$ cat src/rtl/power_fx.sv
// Fixed-point signed power unit: a**b by MSB-first square-and-multiply on magnitudes,
// with a restoring reciprocal divide for negative exponents. Result is Q(M-F-1).F signed.
module power_fx #(
    parameter int unsigned N     = 16,
    parameter int unsigned M     = 24,
    parameter int unsigned F     = 8,
    parameter logic [2:0]  EXECB = 3'd4,
    parameter logic [3:0]  POW   = 4'd9
) (
    input  logic         CLK,
    input  logic         RST,
    input  logic [N-1:0] a,
    input  logic [N-1:0] b,
    input  logic [2:0]   state,
    input  logic [3:0]   opcode,
    output logic [M-1:0] o_power,
    output logic         error,
    output logic         done
);

    localparam int unsigned CW  = $clog2(N + F + 2);
    localparam logic [M-1:0] LIM = M'(1) << (M - F - 1);

    typedef enum logic [2:0] {IDLE, EXP, DIV, FIN, HOLD} fsm_e;

    fsm_e            fsm_q, fsm_d;
    logic [M-1:0]    acc_q, acc_d;
    logic [M-1:0]    amag_q, amag_d;
    logic [N-1:0]    bsh_q, bsh_d;
    logic            bneg_q, bneg_d;
    logic            rneg_q, rneg_d;
    logic [M-1:0]    q_q, q_d;
    logic [M-1:0]    rem_q, rem_d;
    logic            ovf_q, ovf_d;
    logic [CW-1:0]   cnt_q, cnt_d;
    logic [M-1:0]    pw_d;
    logic            err_d, done_d;

    logic            go;
    logic [N-1:0]    a_abs, b_abs;
    logic [2*M-1:0]  sq, pr;
    logic [M-1:0]    nxt, mag;
    logic [M:0]      rem_sh;
    logic            ovf_n, fin_err;

    assign go    = (state == EXECB) && (opcode == POW);
    assign a_abs = a[N-1] ? (~a + N'(1)) : a;
    assign b_abs = b[N-1] ? (~b + N'(1)) : b;

    // Next-state, datapath and registered-output logic
    always_comb begin
        fsm_d   = fsm_q;
        acc_d   = acc_q;
        amag_d  = amag_q;
        bsh_d   = bsh_q;
        bneg_d  = bneg_q;
        rneg_d  = rneg_q;
        q_d     = q_q;
        rem_d   = rem_q;
        ovf_d   = ovf_q;
        cnt_d   = cnt_q;
        pw_d    = o_power;
        err_d   = error;
        done_d  = done;
        sq      = '0;
        pr      = '0;
        nxt     = '0;
        mag     = '0;
        rem_sh  = '0;
        ovf_n   = 1'b0;
        fin_err = 1'b0;

        case (fsm_q)
            IDLE: begin
                if (go) begin
                    acc_d  = M'(1);
                    amag_d = M'(a_abs);
                    bsh_d  = b_abs;
                    bneg_d = b[N-1];
                    rneg_d = a[N-1] & b_abs[0];
                    q_d    = '0;
                    rem_d  = '0;
                    ovf_d  = 1'b0;
                    cnt_d  = CW'(N - 1);
                    done_d = 1'b0;
                    err_d  = 1'b0;
                    // 0 to a negative power: q stays 0, which FIN reports as an error
                    fsm_d  = (a == '0 && b[N-1]) ? FIN : EXP;
                end
            end
            EXP: begin
                if (!go) begin
                    fsm_d = IDLE;
                end else begin
                    sq    = (2*M)'(acc_q) * (2*M)'(acc_q);
                    ovf_n = ovf_q | (|sq[2*M-1:M]);
                    nxt   = sq[M-1:0];
                    if (bsh_q[N-1]) begin
                        pr    = (2*M)'(nxt) * (2*M)'(amag_q);
                        ovf_n = ovf_n | (|pr[2*M-1:M]);
                        nxt   = pr[M-1:0];
                    end
                    acc_d = nxt;
                    ovf_d = ovf_n;
                    bsh_d = bsh_q << 1;
                    cnt_d = cnt_q - CW'(1);
                    if (cnt_q == '0) begin
                        if (bneg_q) begin
                            fsm_d = DIV;
                            cnt_d = CW'(F);
                        end else begin
                            fsm_d = FIN;
                        end
                    end
                end
            end
            DIV: begin
                // Restoring divide of 2^F (one dividend bit per cycle) by acc
                if (!go) begin
                    fsm_d = IDLE;
                end else begin
                    rem_sh = {rem_q, (cnt_q == CW'(F))};
                    if (rem_sh >= {1'b0, acc_q}) begin
                        rem_d = M'(rem_sh - {1'b0, acc_q});
                        q_d   = {q_q[M-2:0], 1'b1};
                    end else begin
                        rem_d = rem_sh[M-1:0];
                        q_d   = {q_q[M-2:0], 1'b0};
                    end
                    cnt_d = cnt_q - CW'(1);
                    if (cnt_q == '0) begin
                        fsm_d = FIN;
                    end
                end
            end
            FIN: begin
                if (bneg_q) begin
                    mag     = q_q;
                    fin_err = ovf_q | (q_q == '0);
                end else begin
                    mag     = acc_q << F;
                    fin_err = ovf_q | (acc_q > LIM) | ((acc_q == LIM) & ~rneg_q);
                end
                pw_d   = fin_err ? '0 : (rneg_q ? (~mag + M'(1)) : mag);
                err_d  = fin_err;
                done_d = 1'b1;
                fsm_d  = HOLD;
            end
            HOLD: begin
                if (!go) begin
                    done_d = 1'b0;
                    fsm_d  = IDLE;
                end
            end
            default: fsm_d = IDLE;
        endcase
    end

    always_ff @(posedge CLK) begin
        if (RST) begin
            fsm_q   <= IDLE;
            acc_q   <= '0;
            amag_q  <= '0;
            bsh_q   <= '0;
            bneg_q  <= 1'b0;
            rneg_q  <= 1'b0;
            q_q     <= '0;
            rem_q   <= '0;
            ovf_q   <= 1'b0;
            cnt_q   <= '0;
            o_power <= '0;
            error   <= 1'b0;
            done    <= 1'b0;
        end else begin
            fsm_q   <= fsm_d;
            acc_q   <= acc_d;
            amag_q  <= amag_d;
            bsh_q   <= bsh_d;
            bneg_q  <= bneg_d;
            rneg_q  <= rneg_d;
            q_q     <= q_d;
            rem_q   <= rem_d;
            ovf_q   <= ovf_d;
            cnt_q   <= cnt_d;
            o_power <= pw_d;
            error   <= err_d;
            done    <= done_d;
        end
    end

endmodule
$ cat config.mk
export PLATFORM = sky130hd
export DESIGN_NAME = power_fx
export DESIGN_NICKNAME = d
export VERILOG_FILES = /design/src/rtl/power_fx.sv
export SDC_FILE = /design/constraint.sdc
export NUM_CORES = 2
export LEC_CHECK = 0
export ABC_CLOCK_PERIOD_IN_PS = 22100
export BUFFER_PORTS_ARGS = -buffer_cell sky130_fd_sc_hd__buf_2
export CORE_UTILIZATION = 55
export DETAILED_ROUTE_END_ITERATION = 8
export GPL_TIMING_DRIVEN = 0
export PLACE_DENSITY = 0.71
export REMOVE_ABC_BUFFERS = 1
export SLEW_MARGIN = 10
export SYNTH_ARGS = -nofsm -noshare
export SYNTH_HDL_FRONTEND = slang
export SYNTH_SLANG_ARGS = --single-unit
export TNS_END_PERCENT = 10
$ cat constraint.sdc
create_clock -name CLK -period 22.1 [get_ports CLK]
set_input_delay 1.105 -clock CLK [delete_from_list [all_inputs] [get_ports CLK]]
set_output_delay 1.105 -clock CLK [all_outputs]
set_load 0.05 [all_outputs]
==> out/qor.json <==
{
  "outcome": {
    "run_status": "finished, final reports clean"
  },
  "detailed_routing": {
    "routed_via_density": 5.66,
    "detailedRoute.firstIterationViolations": 2016,
    "postRouteWirelength_um": 96100,
    "post_route_ant_nets": 0,
    "first_pass_iters": 6,
    "drc_errors": 0,
    "post_drt_wl_per_cell_um": 18.7,
    "vias": 29000
  },
  "floorplanning": {
    "die-width_um": 260,
    "placementRows": 94,
    "initial_utilization_pct": 55.6,
    "overall_die_area_um2": 67500,
    "die_h_um": 260,
    "core_region_area_um2": 65700,
    "i_o_pin_total": 67
  },
  "critical_path": {
    "path_depth": 44,
    "cp_max_fo": 17,
    "worst_path_top_cell_family_by_delay": "adder cells",
    "slowest_delay_ps": 1060,
    "worst_path_max_delay_cell": "clkinv_1",
    "critical_path.endpoint_type": "flip-flop",
    "path_class": "flip-flop to flip-flop",
    "timing.critical_path.from_type": "flip-flop",
    "cpMostUsedCell": "fa_1",
    "timing.reg2reg.worst_path_depth": 44,
    "arrival_ps": 16080,
    "worstPathRequired_ps": 22460,
    "timing.critical_path.buf_inv": 9
  },
  "sta": {
    "timing.final.crit_period_ps": 15720,
    "finalSetupViolations": 0,
    "worst_pin_slew_ps": 1290,
    "timing.fmax_mhz": 63.6,
    "final-hold-violation-count": 0,
    "finClkSkew_ps": 33.9,
    "slew_violations": 0,
    "rsz0062_at_grt": "no",
    "period_utilization_post_route_pct": 71.1,
    "fin_setup_tns_ps": 0,
    "slew-limit-headroom_pct": 14.0
  },
  "logic_synthesis": {
    "post_synth_instance_area_um2": 36500,
    "postSynthRegisterBits": 141,
    "asyncSetResetFlopFracSynth_pct": 0,
    "synth.top_cells.by_area": "fa_1, ha_1, inv_1",
    "synth-edff-count": 0,
    "synth-main-ff-cell": "dfxtp_1",
    "synth_top_area_share_pct": 39.2,
    "synth_cell_types": 80,
    "syn_avg_cell_area_um2": 8.43,
    "synth_warnings": 0,
    "synth-seq-area-share_pct": 7.73,
    "syn-instance-count": 4335,
    "synth_top_area_cell": "fa_1"
  },
  "hold_path": {
    "hp-class": "flip-flop to flip-flop",
    "hold_path_depth": 2
  },
  "clock_tree": {
    "clock_insertion_delay_worst_skew_ps": 510,
    "clkTransAtPathRegs_ps": 90,
    "clock-sinks": 141,
    "clock_tree.root_cell": "clkbuf_16",
    "ctsHtreeMaxLevel": 4,
    "hold_buffers": 0,
    "clock_tree.buffer_depth": 2,
    "postCtsSetupRepairBufs": 0,
    "tritoncts": "done",
    "cts_repair_resize_count": 0,
    "cts-buffers-inserted": 17
  },
  "grt": {
    "antenna_found_initial": 2,
    "grt.total_usage_pct": 29.9,
    "grt_pass1_wl_um": 157000,
    "grt_pass1_vias": 30400,
    "gr-total-overflow": 0,
    "grt_max_degree": 73
  },
  "placed_design": {
    "detailedPlacementHpwl_um": 75100,
    "port_buffers": 66,
    "globalplace.congestion": 0.977,
    "placedInstanceArea_um2": 37700
  },
  "power": {
    "static-leakage-power_nw": 17.2,
    "power_density_nw_per_um2": 15.5,
    "ir_worst_vdd_uv": 36.6
  },
  "cells_and_area": {
    "area_delta_synth_final_pct": 5.01,
    "post_route_cells_drive_above_1_share_pct": 4.71,
    "antenna_cells": 0,
    "fin_nets": 5330,
    "filler_instances": 5917,
    "finish.instance_area_um2": 38400
  },
  "run": {
    "max_cap_viol_count": 0
  }
}
## registers in the layout, summed over array words and instances (netlist names), 3 cells and up
| register | count |
|---|---|
| acc_q | 24 |
| o_power | 24 |
| q_q | 24 |
| rem_q | 24 |
| amag_q | 16 |
| bsh_q | 16 |
| cnt_q | 5 |
| fsm_q | 3 |
## cell usage after synthesis, types with 5 or more instances
cell type	count
nand3b_1	7
nor3_1	48
a22o_1	17
a21oi_1	177
nand4_1	33
and3_1	19
ha_1	320
and2_1	162
o21ai_0	108
fa_1	715
buf_4	6
xor2_1	57
nand2b_1	17
nand3_1	47
or3_1	19
nor2b_1	19
clkinv_1	8
o21a_1	17
or2_2	16
o311ai_0	5
nand4b_1	5
a31oi_1	24
o41ai_1	8
a22oi_1	46
clkbuf_1	175
nand2_1	474
o21bai_1	11
a21o_1	32
o31ai_1	21
dfxtp_1	141
o211ai_1	9
o21ai_1	5
a211oi_1	45
o2111ai_1	6
nor4b_1	6
mux2i_1	31
xnor2_1	68
nor4_1	17
nor2_1	409
a32oi_1	5
buf_1	13
inv_1	887
## where the power goes
group | switching (mW) | total, mW | internal [mW]
clock network | 0.160 | 0.314 | 0.154
logic | 0.0149 | 0.0238 | 0.00884
registers | 0.00207 | 0.256 | 0.254
total | 0.177 | 0.594 | 0.417
## layer usage
metal  track usage, %  vias up  routed length (um)
li1                 -    13400                   -
met1             38.9    14500               39700
met2             49.2      969               45500
met3             5.70      201                7090
met4             12.4        0                3760
met5                0        -                   0
## stage by stage
stage | setup slack, ps | hold slack, ps | total power [mW] | cells | utilization, %
after global placement | 6120 | 439 | 0.284 | 5067 | 56.5
after CTS | 6680 | 459 | 0.598 | 5131 | 58.3
final | 6380 | 456 | 0.594 | 5131 | 58.4
after floorplan | 9320 | 426 | 0.271 | 4137 | -
after global routing | 6020 | 483 | 0.609 | 5131 | 58.4
after detailed placement | 6730 | 446 | 0.286 | 5099 | 57.4
## tightest hold or removal path: cells and delay by family, from the launching register on
| family | cells | cell delay, ps |
|---|---|---|
| AO/OA/AOI/OAI | 1 | 50 |
| flip-flops | 1 | 310 |
| AND/OR/NAND/NOR | 1 | 50 |
## worst paths after layout
check / start / to / slack (ps)
min reg2reg: o_power[9]$_SDFFE_PP0P_ / o_power[9]$_SDFFE_PP0P_ / 460
max reg2reg: acc_q[2]$_SDFFE_PP0P_ / ovf_q$_SDFFE_PP0P_ / 6380
min: o_power[9]$_SDFFE_PP0P_ / o_power[9]$_SDFFE_PP0P_ / 460
max: acc_q[2]$_SDFFE_PP0P_ / ovf_q$_SDFFE_PP0P_ / 6380
## area by class of cell
class	count	area [um^2]	share of cell area, %
multi-input cells	3101	29700	77.5
repair buffers	98	734	1.91
clock buffers	17	425	1.11
flip-flops and latches	141	2830	7.37
well taps	864	1080	2.82
inverters	895	3360	8.76
clock inverters	15	189	0.492
## cell families (layout without fill, tap and decap cells)
logic type | Yosys count | in the layout | synth area share (%)
simple gates | 1319 | 1319 | 16.5
compound gates | 587 | 587 | 10.4
fa+ha+maj | 1035 | 1035 | 50.1
buf+inv | 1093 | 1025 | 11.3
xor+xnor | 125 | 125 | 3.00
flops | 141 | 141 | 7.73
mux | 35 | 35 | 0.973
## placed cells by master, fill, tap and decap left out, drive strengths merged, types with 19 or more instances in the layout
master  instances
inv           894
fa            715
nand2         474
nor2          409
ha            320
a21oi         178
and2          162
dfxtp         141
o21ai         115
buf            98
xnor2          68
xor2           57
nor3           49
nand3          47
a22oi          46
a211oi         45
nand4          33
a21o           33
mux2i          31
a31oi          24
or3            24
o31ai          22
and3           19
nor2b          19
No activity file was read; power rests on OpenSTA's default activity.
